<file path="src/rtl/sprite_pkg.sv">
// Shared screen constants and pixel types for the sprite layer renderer.
// The mirror option is controlled by the SPRITE_FLIP_EN macro in the other files.
package sprite_pkg;

    localparam int H_VIS   = 640;
    localparam int V_VIS   = 480;
    localparam int LATENCY = 3;

    typedef logic [9:0] coord_t;

    typedef struct packed {
        logic [3:0] r;
        logic [3:0] g;
        logic [3:0] b;
    } rgb4_t;

endpackage

</file>
<file path="src/rtl/sprite_addr_gen.sv">
// Window test, integer down-scaling, optional mirror and registered ROM address.
// Build with SPRITE_FLIP_EN defined to add the horizontal mirror input.
module sprite_addr_gen
    import sprite_pkg::*;
#(
    parameter int SPR_W       = 11,
    parameter int SPR_H       = 22,
    parameter int SCALE_SHIFT = 2,
    parameter int FI_W        = 2,
    parameter int ADDR_W      = 10
) (
    input  logic              clk,
    input  logic              reset,
    input  coord_t            i_draw_x,
    input  coord_t            i_draw_y,
    input  coord_t            i_act_x,
    input  coord_t            i_act_y,
    input  logic [FI_W-1:0]   i_frame_idx,
`ifdef SPRITE_FLIP_EN
    input  logic              i_flip,
`endif
    output logic [ADDR_W-1:0] o_rom_addr,
    output logic              o_in_win
);

    localparam logic [10:0]       WIN_W    = 11'(SPR_W << SCALE_SHIFT);
    localparam logic [10:0]       WIN_H    = 11'(SPR_H << SCALE_SHIFT);
    localparam logic [ADDR_W-1:0] FRAME_SZ = ADDR_W'(SPR_W * SPR_H);
    localparam logic [ADDR_W-1:0] ROW_SZ   = ADDR_W'(SPR_W);

    logic [10:0]       w_lx;
    logic [10:0]       w_ly;
    logic [10:0]       w_tx;
    logic [10:0]       w_ty;
    logic [10:0]       w_tx_eff;
    logic              w_in_x;
    logic              w_in_y;
    logic              w_in_win;
    logic [ADDR_W-1:0] w_addr;

    // 11-bit offsets; the >= guard keeps a negative offset from wrapping into the window.
    assign w_lx = {1'b0, i_draw_x} - {1'b0, i_act_x};
    assign w_ly = {1'b0, i_draw_y} - {1'b0, i_act_y};

    assign w_in_x   = (i_draw_x >= i_act_x) && (w_lx < WIN_W) && (i_draw_x < 10'(H_VIS));
    assign w_in_y   = (i_draw_y >= i_act_y) && (w_ly < WIN_H) && (i_draw_y < 10'(V_VIS));
    assign w_in_win = w_in_x && w_in_y;

    assign w_tx = w_lx >> SCALE_SHIFT;
    assign w_ty = w_ly >> SCALE_SHIFT;

`ifdef SPRITE_FLIP_EN
    assign w_tx_eff = i_flip ? (11'(SPR_W - 1) - w_tx) : w_tx;
`else
    assign w_tx_eff = w_tx;
`endif

    assign w_addr = ADDR_W'(i_frame_idx) * FRAME_SZ
                  + ADDR_W'(w_ty) * ROW_SZ
                  + ADDR_W'(w_tx_eff);

    always_ff @(posedge clk) begin
        if (reset) begin
            o_rom_addr <= '0;
            o_in_win   <= 1'b0;
        end else begin
            o_in_win   <= w_in_win;
            o_rom_addr <= w_in_win ? w_addr : '0;
        end
    end

endmodule

</file>
<file path="src/rtl/sprite_layer_renderer.sv">
// Positioned, scaled, animated sprite composited over a background pixel stream.
// Define SPRITE_FLIP_EN to add the double-buffered flip_x mirror control.
module sprite_layer_renderer
    import sprite_pkg::*;
#(
    parameter int SPR_W           = 11,
    parameter int SPR_H           = 22,
    parameter int SCALE_SHIFT     = 2,
    parameter int N_FRAMES        = 4,
    parameter int ANIM_DIV        = 8,
    parameter int IDX_W           = 4,
    parameter int TRANSPARENT_IDX = 0,
    parameter int ADDR_W          = $clog2(SPR_W * SPR_H * N_FRAMES)
) (
    input  logic              vga_clk,
    input  logic              reset,
    input  coord_t            DrawX,
    input  coord_t            DrawY,
    input  logic              blank,
    input  coord_t            pos_x,
    input  coord_t            pos_y,
    input  logic              pos_wr,
`ifdef SPRITE_FLIP_EN
    input  logic              flip_x,
`endif
    input  logic              anim_en,
    input  logic [3:0]        bg_red,
    input  logic [3:0]        bg_green,
    input  logic [3:0]        bg_blue,
    output logic [ADDR_W-1:0] rom_addr,
    input  logic [IDX_W-1:0]  rom_q,
    output logic [IDX_W-1:0]  pal_index,
    input  logic [3:0]        pal_red,
    input  logic [3:0]        pal_green,
    input  logic [3:0]        pal_blue,
    output logic [3:0]        red,
    output logic [3:0]        green,
    output logic [3:0]        blue,
    output logic              sprite_hit
);

    localparam int FI_W = (N_FRAMES > 1) ? $clog2(N_FRAMES) : 1;

    logic            w_frame_start;
    logic            w_in_win_d1;
    logic            w_opaque;

    coord_t          r_act_x;
    coord_t          r_act_y;
    coord_t          r_shd_x;
    coord_t          r_shd_y;
    logic            r_pending;
    logic [7:0]      r_anim_cnt;
    logic [FI_W-1:0] r_frame_idx;
    logic            r_blank_d1;
    logic            r_blank_d2;
    logic            r_in_win_d2;
    rgb4_t           r_bg_d1;
    rgb4_t           r_bg_d2;
    rgb4_t           r_out;
    logic            r_hit;

    assign w_frame_start = (DrawX == '0) && (DrawY == '0);

`ifdef SPRITE_FLIP_EN
    logic r_shd_flip;
    logic r_act_flip;
`endif

    // Shadow/active position; a write landing on frame start goes to shadow after the swap.
    always_ff @(posedge vga_clk) begin
        if (reset) begin
            r_act_x   <= '0;
            r_act_y   <= '0;
            r_shd_x   <= '0;
            r_shd_y   <= '0;
            r_pending <= 1'b0;
`ifdef SPRITE_FLIP_EN
            r_shd_flip <= 1'b0;
            r_act_flip <= 1'b0;
`endif
        end else begin
            if (w_frame_start && r_pending) begin
                r_act_x   <= r_shd_x;
                r_act_y   <= r_shd_y;
                r_pending <= 1'b0;
`ifdef SPRITE_FLIP_EN
                r_act_flip <= r_shd_flip;
`endif
            end
            if (pos_wr) begin
                r_shd_x   <= pos_x;
                r_shd_y   <= pos_y;
                r_pending <= 1'b1;
`ifdef SPRITE_FLIP_EN
                r_shd_flip <= flip_x;
`endif
            end
        end
    end

    always_ff @(posedge vga_clk) begin
        if (reset) begin
            r_anim_cnt  <= '0;
            r_frame_idx <= '0;
        end else if (w_frame_start && anim_en) begin
            if (r_anim_cnt == 8'(ANIM_DIV - 1)) begin
                r_anim_cnt <= '0;
                if (r_frame_idx == FI_W'(N_FRAMES - 1)) begin
                    r_frame_idx <= '0;
                end else begin
                    r_frame_idx <= r_frame_idx + 1'b1;
                end
            end else begin
                r_anim_cnt <= r_anim_cnt + 8'd1;
            end
        end
    end

    sprite_addr_gen #(
        .SPR_W       (SPR_W),
        .SPR_H       (SPR_H),
        .SCALE_SHIFT (SCALE_SHIFT),
        .FI_W        (FI_W),
        .ADDR_W      (ADDR_W)
    ) u_addr_gen (
        .clk         (vga_clk),
        .reset       (reset),
        .i_draw_x    (DrawX),
        .i_draw_y    (DrawY),
        .i_act_x     (r_act_x),
        .i_act_y     (r_act_y),
        .i_frame_idx (r_frame_idx),
`ifdef SPRITE_FLIP_EN
        .i_flip      (r_act_flip),
`endif
        .o_rom_addr  (rom_addr),
        .o_in_win    (w_in_win_d1)
    );

    // Side-band delays so blank/background line up with rom_q two cycles later.
    always_ff @(posedge vga_clk) begin
        if (reset) begin
            r_blank_d1  <= 1'b0;
            r_blank_d2  <= 1'b0;
            r_in_win_d2 <= 1'b0;
            r_bg_d1     <= '0;
            r_bg_d2     <= '0;
        end else begin
            r_blank_d1  <= blank;
            r_blank_d2  <= r_blank_d1;
            r_in_win_d2 <= w_in_win_d1;
            r_bg_d1     <= '{r: bg_red, g: bg_green, b: bg_blue};
            r_bg_d2     <= r_bg_d1;
        end
    end

    assign pal_index = rom_q;
    assign w_opaque  = r_in_win_d2 && (rom_q != IDX_W'(TRANSPARENT_IDX));

    always_ff @(posedge vga_clk) begin
        if (reset) begin
            r_out <= '0;
            r_hit <= 1'b0;
        end else if (!r_blank_d2) begin
            r_out <= '0;
            r_hit <= 1'b0;
        end else if (w_opaque) begin
            r_out <= '{r: pal_red, g: pal_green, b: pal_blue};
            r_hit <= 1'b1;
        end else begin
            r_out <= r_bg_d2;
            r_hit <= 1'b0;
        end
    end

    assign red        = r_out.r;
    assign green      = r_out.g;
    assign blue       = r_out.b;
    assign sprite_hit = r_hit;

endmodule

</file>
<file path="config.mk">
export PLATFORM = sky130hd
export DESIGN_NAME = sprite_layer_renderer
export DESIGN_NICKNAME = d
export VERILOG_FILES = /design/src/rtl/sprite_pkg.sv /design/src/rtl/sprite_addr_gen.sv /design/src/rtl/sprite_layer_renderer.sv
export SDC_FILE = /design/constraint.sdc
export NUM_CORES = 1
export LEC_CHECK = 0
export CORE_MARGIN = 2
export CORE_UTILIZATION = 45
export DETAILED_ROUTE_END_ITERATION = 12
export PLACE_DENSITY = 0.73
export SLEW_MARGIN = 20
export SYNTH_ARGS = -nofsm -noshare
export SYNTH_HDL_FRONTEND = slang
export SYNTH_SLANG_ARGS = --single-unit
</file>
<file path="constraint.sdc">
create_clock -name vga_clk -period 6.1 [get_ports vga_clk]
set_input_delay 1.22 -clock vga_clk [delete_from_list [all_inputs] [get_ports vga_clk]]
set_output_delay 1.22 -clock vga_clk [all_outputs]
set_load 0.005 [all_outputs]
</file>
# After elaboration in Yosys (flattened, before gate mapping)
# Cells that the tools add are included.
[op_classes] n_addsub=6 multipliers=2 n_div=0 order_cmp=6 n_eq_ne=2 shifts=0 mux=6 bitwise_logic=2 reduce_logical=16
[ops] operator="subtractor 10 x 10 -> 11 bit" n=2
[ops] operator="greater-or-equal comparator 10 bit" n=2
[ops] operator="logical NOT 10 bit" n=2
[ops] operator="two-way mux 12 bit" n=1
[ops] operator="< comparator 11 x 6 -> 1 bit (second input constant)" n=1
[ops] operator="< comparator 11 x 7 -> 1 bit (second input constant)" n=1
[ops] operator="adder 10 bit" n=1
[ops] operator="adder 10 x 9 -> 10 bit" n=1
[ops] operator="< comparator 10 bit (second input constant)" n=1
[ops] operator="< comparator 10 x 9 -> 1 bit (second input constant)" n=1
[ops] operator="multiplier 9 x 4 -> 10 bit (second input constant)" n=1
[ops] operator="logical AND 1 bit" n=9
[ops] operator="multiplier 2 x 7 -> 9 bit (second input constant)" n=1
[ops] operator="adder 8 x 1 -> 8 bit (second input constant)" n=1
[ops] operator="equality test 8 x 3 -> 1 bit (second input constant)" n=1
[ops] operator="two-way mux 8 bit" n=1
[ops] operator="nonzero test 4 bit" n=1
[ops] operator="OR reduction 2 bit" n=2
[ops] operator="two-way mux 1 bit" n=3
[ops] operator="adder 2 x 1 -> 2 bit (second input constant)" n=1
[ops] operator="equality test 2 bit (second input constant)" n=1
[ops] operator="two-way mux 2 bit" n=1
[ops] operator="inverter 1 bit" n=2
[ops] operator="AND reduction 2 bit" n=1
[ops] operator="nonzero test 2 bit" n=1
[word_totals] regBits=102 latchBits=0 mem_bits_rw=0 rom_bits=0 input_bits=73 word_cells=62 memories=0

# Depth between registers and ports, before layout
[logic_depth] depth_word=7 mapped_depth=21 depth_no_buf=21

# Cells and area by module
# From an unflattened synthesis, not the netlist that was laid out.
[hier_totals] hier_cells=648 hier_area_um2=5769.3
[modules_own_cells] module="sprite_layer_renderer" instances=1 cells_each=355 area_per_inst_um2=3379.5 seq_area_each_um2=1821.7
[modules_own_cells] module="sprite_addr_gen" instances=1 cells_each=293 area_per_inst_um2=2389.8 seq_area_each_um2=220.2

# Worst setup path before layout
# No wires, ideal clock.
[synth_path] path_kind="input to register" from="in DrawX[3]" to="reg u_addr_gen.o_rom_addr[9]" setup_ps=116 arrival_ps=5662 t_required_ps=5984 setup_slack_ps=323 path_stages=19 path_buffers=0 cell_sequence="ha_1 > a21o_1 > a21oi_2 > a21oi_2 > o21a_1 > or3_1 > and2_1 > fa_1 > fa_1 > inv_1 > fa_1 > inv_1 > ha_1 > nand4_1 > nand3_1 > o22ai_1 > xnor3_1 > xnor2_1 > and3_1"
[synth_via] elab_chain_len=7
[synth_lines] item="start, declared" line="sprite_layer_renderer.sv:17" source="input coord_t DrawX,"
[synth_lines] item="subtractor 10 x 10 -> 11 bit" line="sprite_addr_gen.sv:42" source="assign w_lx = {1'b0, i_draw_x} - {1'b0, i_act_x};"
[synth_lines] item="< comparator 11 x 6 -> 1 bit" line="sprite_addr_gen.sv:45" source="assign w_in_x = (i_draw_x >= i_act_x) && (w_lx < WIN_W) && (i_draw_x < 10'(H_VIS));"
[synth_lines] item="logical AND 1 bit (2 in a row)" line="sprite_addr_gen.sv:45"
[synth_lines] item="logical AND 1 bit" line="sprite_addr_gen.sv:47" source="assign w_in_win = w_in_x && w_in_y;"
[synth_lines] item="inverter 1 bit (no line)"
[synth_lines] item="OR reduction 2 bit (no line)"
[synth_lines] item="end signal, assigned" line="sprite_addr_gen.sv:68" source="o_rom_addr <= w_in_win ? w_addr : '0;"
[synth_lines] item="end, declared" line="sprite_addr_gen.sv:22" source="output logic [ADDR_W-1:0] o_rom_addr,"
# Several ways; a longest one is shown, not always the timed one.
# A chain may end at the register's enable or synchronous reset.

# Final worst setup path
[layout_path] from="in DrawY[7]" to="reg u_addr_gen.o_rom_addr[9]"
[layout_via] elab_chain_len=7
[layout_lines] item="start, declared" line="sprite_layer_renderer.sv:18" source="input coord_t DrawY,"
[layout_lines] item="parallel branches: the longest is 7 deep, another holds subtractor 10 x 10 -> 11 bit"
# Several ways; the timed one is not identified.

==> run summary <==
The count of filler cells inserted in the layout was 1052. The logs give 0.007645 ns for the final worst clock skew and 18.74% for the total routing resource utilization after global routing. Entering global routing, the biggest net connects 80 pins. The total half-perimeter wirelength after legalization and detailed placement was 9206 um.

The area enclosed by the die boundary is 13080 sq um, and the sequential share of the synthesized area is 37.25%. The final worst hold slack is 0.4346 ns, and the post-synthesis to final-layout area growth is 31.84%. Net switching is 30.97% of the power.

The tools report the worst path required time as 6.36 ns. For this configuration, the core starts out at a cell density of 45.83%. The worst hold path class is reg -> reg.

The clock sink count is 102, and the transition time of the tightest slew-check pin is 0.7647 ns. The number of setup violations in the final report is 0. For this run, the number of Yosys warnings is 0.

The maximum count of clock buffers along a single path was 2. Via count of the first global-routing pass: 4380. The internal portion of the total power is 1.357 mW. The critical path is of the in -> reg type. The die extent in y is 114.4 um. The cell count of the worst hold path was 1; the via count of the routed design was 4316. In this run, CTS created clock tree buffers numbering 9. For this run, design rule violations remaining after detail routing come to 0. STA classifies the critical path endpoint as a register.

The root buffer cell chosen for the clock tree is sky130_fd_sc_hd__clkbuf_16. The initial antenna violation count is 0. The flow ran to the end, and the final reports show no timing, DRC or antenna violations.

The first global-routing pass estimated 19510 um of wire. Sorting the synthesized cells by area gives the leading types as sky130_fd_sc_hd__dfxtp_1 (37%), sky130_fd_sc_hd__ha_1 (10%), sky130_fd_sc_hd__mux2i_1 (8.0%). Leaving out fill and tap cells, the most frequent cells in the layout are sky130_fd_sc_hd__dfxtp_1 (102), sky130_fd_sc_hd__clkdlybuf4s50_1 (97), sky130_fd_sc_hd__inv_1 (70). The sequential group share of total power came out at 35.0%. The highest fanout seen on the critical path works out to 3. The worst path in the final design needs a cycle of 5.833 ns, including I/O delays and setup.

For the number of placed I/O pins, the log shows 100. The library cell used most frequently in the layout, excluding fill and tap cells, is sky130_fd_sc_hd__dfxtp_1. In this run the static leakage power is 3.045 nW. The tools report the accumulated negative setup slack as 0 ns. The number of placed cells counting well taps came out at 857. Dividing the detail-routed wire length by the instance count gives 13.32 um. The number of vias per cell is 4.944. The mean instance size in the synthesized netlist came out at 9.291 sq um. Most utilized layer in the global route result: met2. The tool flagged a number of max-cap violations equal to 0. The normalized max-slew margin was 49.02%.

Counting flops and latches in the post-synthesis netlist gives 102. For this run, global-route usage on met1 was measured as 22.07%. The worst IR drop on VDD was 0.2210 mV; the horizontal extent of the die was 114.4 um. The cell count after synthesis came out at 590. The overflow left after global routing was 0. The number of nets handed over by synthesis was 727. The number of different library cells used by synthesis comes to 50.

After synthesis the cells add up to 5482 sq um. For this run, the top clock speed supported by timing is 0.1714 GHz. During placement, the flow inserted port buffers numbering 99.

In this run the post-CTS setup repair buffer count came out at 0. The region available for standard cell placement spans 11960 sq um. The worst reg-to-reg path cell count came out at 20. Global placer's final weighted congestion: 0.8637.

The logs give 6.09 ns for the arrival time at the worst endpoint and 5.082% for the met3 capacity usage during global routing. Summed over all nets, the switching power comes to 608.9 uW. The area share of the largest cell type after synthesis was 37.25%; the hold buffer count at cts was 0. The number of rows in the core area was 40; the ratio of final minimum period to clock period was 95.63%. In the final layout, the share of cells above drive strength 1 is 10.88%. TritonCTS built the clock tree. The first TritonRoute pass finished after 4 iterations. After clock tree synthesis, the repair step resized 0 gates.

The proportion of power drawn by combinational gates is 35.0%, and the number of diodes added for antenna fixing is 0. The number of standard cells in the final layout excluding fillers came out at 873. Summed over all layers, the routed wires come to 11630 um. Power spread over the standard cell area amounts to 272.1 nW/um^2. Number of max-slew violations in the final report: 0. The biggest area consumer among synthesized cells was sky130_fd_sc_hd__dfxtp_1.

Clock edge transition at the registers on the reported setup and hold paths: 0.08 ns. The hold violation total from the final report is 0, and the layout net count is 858. Setup repair after global routing left no endpoint under its margin. Global routing consumed, on the met2 layer, 33.13% of the routing resources.

The H-tree generated during clock tree synthesis spans 3 levels. After the first detailed-routing iteration, the DRC count stood at 195. The clock network power share was 30.0%; the count of antenna-violating nets left after detailed routing was 0. STA classifies the critical path startpoint as a primary input.

The worst-skew pair later-pin latency was 0.36 ns.
final timing paths:
| kind | slack [ns] | end | start |
|---|---|---|---|
| hold reg to reg | 0.43 | r_bg_d2[2] | r_bg_d1[2] |
| hold / removal | 0.43 | r_bg_d2[2] | r_bg_d1[2] |
| setup / recovery | 0.27 | u_addr_gen.o_rom_addr[9] | DrawY[7] |
| setup reg to reg | 1.22 | u_addr_gen.o_rom_addr[9] | r_act_x[3] |
worst max-delay path: stages:
cell and delay, ns:
sky130_fd_sc_hd__clkdlybuf4s50_1 0.46, sky130_fd_sc_hd__ha_1 0.35, sky130_fd_sc_hd__a21oi_1 0.15, sky130_fd_sc_hd__o21ai_0 0.13
sky130_fd_sc_hd__and2_1 0.22, sky130_fd_sc_hd__nor3_4 0.22, sky130_fd_sc_hd__xnor2_1 0.18, sky130_fd_sc_hd__inv_1 0.09
sky130_fd_sc_hd__fa_1 0.53, sky130_fd_sc_hd__inv_1 0.05, sky130_fd_sc_hd__fa_1 0.47, sky130_fd_sc_hd__inv_1 0.06
sky130_fd_sc_hd__fa_1 0.54, sky130_fd_sc_hd__inv_1 0.04, sky130_fd_sc_hd__ha_1 0.19, sky130_fd_sc_hd__or3_1 0.34
sky130_fd_sc_hd__o22ai_1 0.20, sky130_fd_sc_hd__xnor3_1 0.35, sky130_fd_sc_hd__xnor2_1 0.13, sky130_fd_sc_hd__and3_1 0.17
layout make-up:
class	count	area, sq um	share of cell area (%)
clock buffers	9	225.2	3.116
flip-flops and latches	102	2042	28.25
well taps	147	183.9	2.545
inverters	70	262.8	3.636
clock inverters	7	88.84	1.229
multi-input cells	393	3098	42.87
repair buffers	145	1326	18.35
per-layer routing:
layer / share of wire [%] / vias up / routed length (um)
met4: 1.4 / 0 / 167
met2: 49 / 94 / 5691
met3: 4.8 / 15 / 557
met5: 0 / - / 0
li1: - / 2204 / -
met1: 45 / 2003 / 5210
cell usage after synthesis (all sizes together):
cell,count
o2111a,1
o21bai,2
o41ai,1
nor2b,30
o221ai,1
inv,70
o311ai,1
nand2,40
nand3,3
or4,1
mux2i,44
nor2,59
buf,12
nor4,5
or3,5
ha,44
xnor3,1
a21o,5
o22ai,1
nor3,16
o21a,4
a311oi,1
dfxtp,102
o21ai,13
a211oi,3
o41a,1
and3b,1
fa,20
and3,13
a21oi,25
and2,7
xnor2,20
xor2,8
clkbuf,13
nor4b,1
o311a,1
and4b,1
o2111ai,2
nand4b,1
a31oi,2
nand2b,3
nand4,6
kinds of logic (layout without fill, tap and decap cells):
| logic type | count (synthesis) | in the layout | share of synthesized area [%] |
|---|---|---|---|
| AND/OR/NAND/NOR | 192 | 192 | 17.71 |
| flip-flops | 102 | 102 | 37.25 |
| buffers and inverters | 95 | 231 | 7.099 |
| adder cells (fa/ha/maj) | 64 | 64 | 17.35 |
| AO/OA/AOI/OAI | 64 | 64 | 7.670 |
| multiplexers | 44 | 44 | 8.035 |
| XOR/XNOR | 29 | 29 | 4.885 |
through the flow:
stage                     setup WS [ns]  area (sq um)  util, %  power (mW)
after floorplan                  0.3229          5482        -       1.156
after global placement          -0.1030          6880    57.52       1.368
after detailed placement        -0.2158          6880    57.52       1.391
after CTS                        0.1823          7194    60.15       1.981
after global routing            0.01446          7227    60.42       2.099
final                            0.2667          7227    60.42       1.966
registers in the layout, summed over array words and instances (netlist names), 2 cells and up:
signal                 cells
red                        4
r_act_x                   10
r_act_y                   10
r_bg_d2                   12
r_shd_y                   10
r_anim_cnt                 8
r_shd_x                   10
r_bg_d1                   12
green                      4
blue                       4
u_addr_gen.o_rom_addr     10
r_frame_idx                2
power by group through the flow:
stage / Sequential, mW / Combinational [mW] / Clock (mW)
2_1_floorplan: 0.702 / 0.454 / 0
3_3_place_gp: 0.703 / 0.665 / 0
3_5_place_dp: 0.704 / 0.687 / 0
4_1_cts: 0.688 / 0.693 / 0.600
5_1_grt: 0.690 / 0.781 / 0.629
6_report: 0.688 / 0.688 / 0.590
Power figures use the tool's default switching activity.
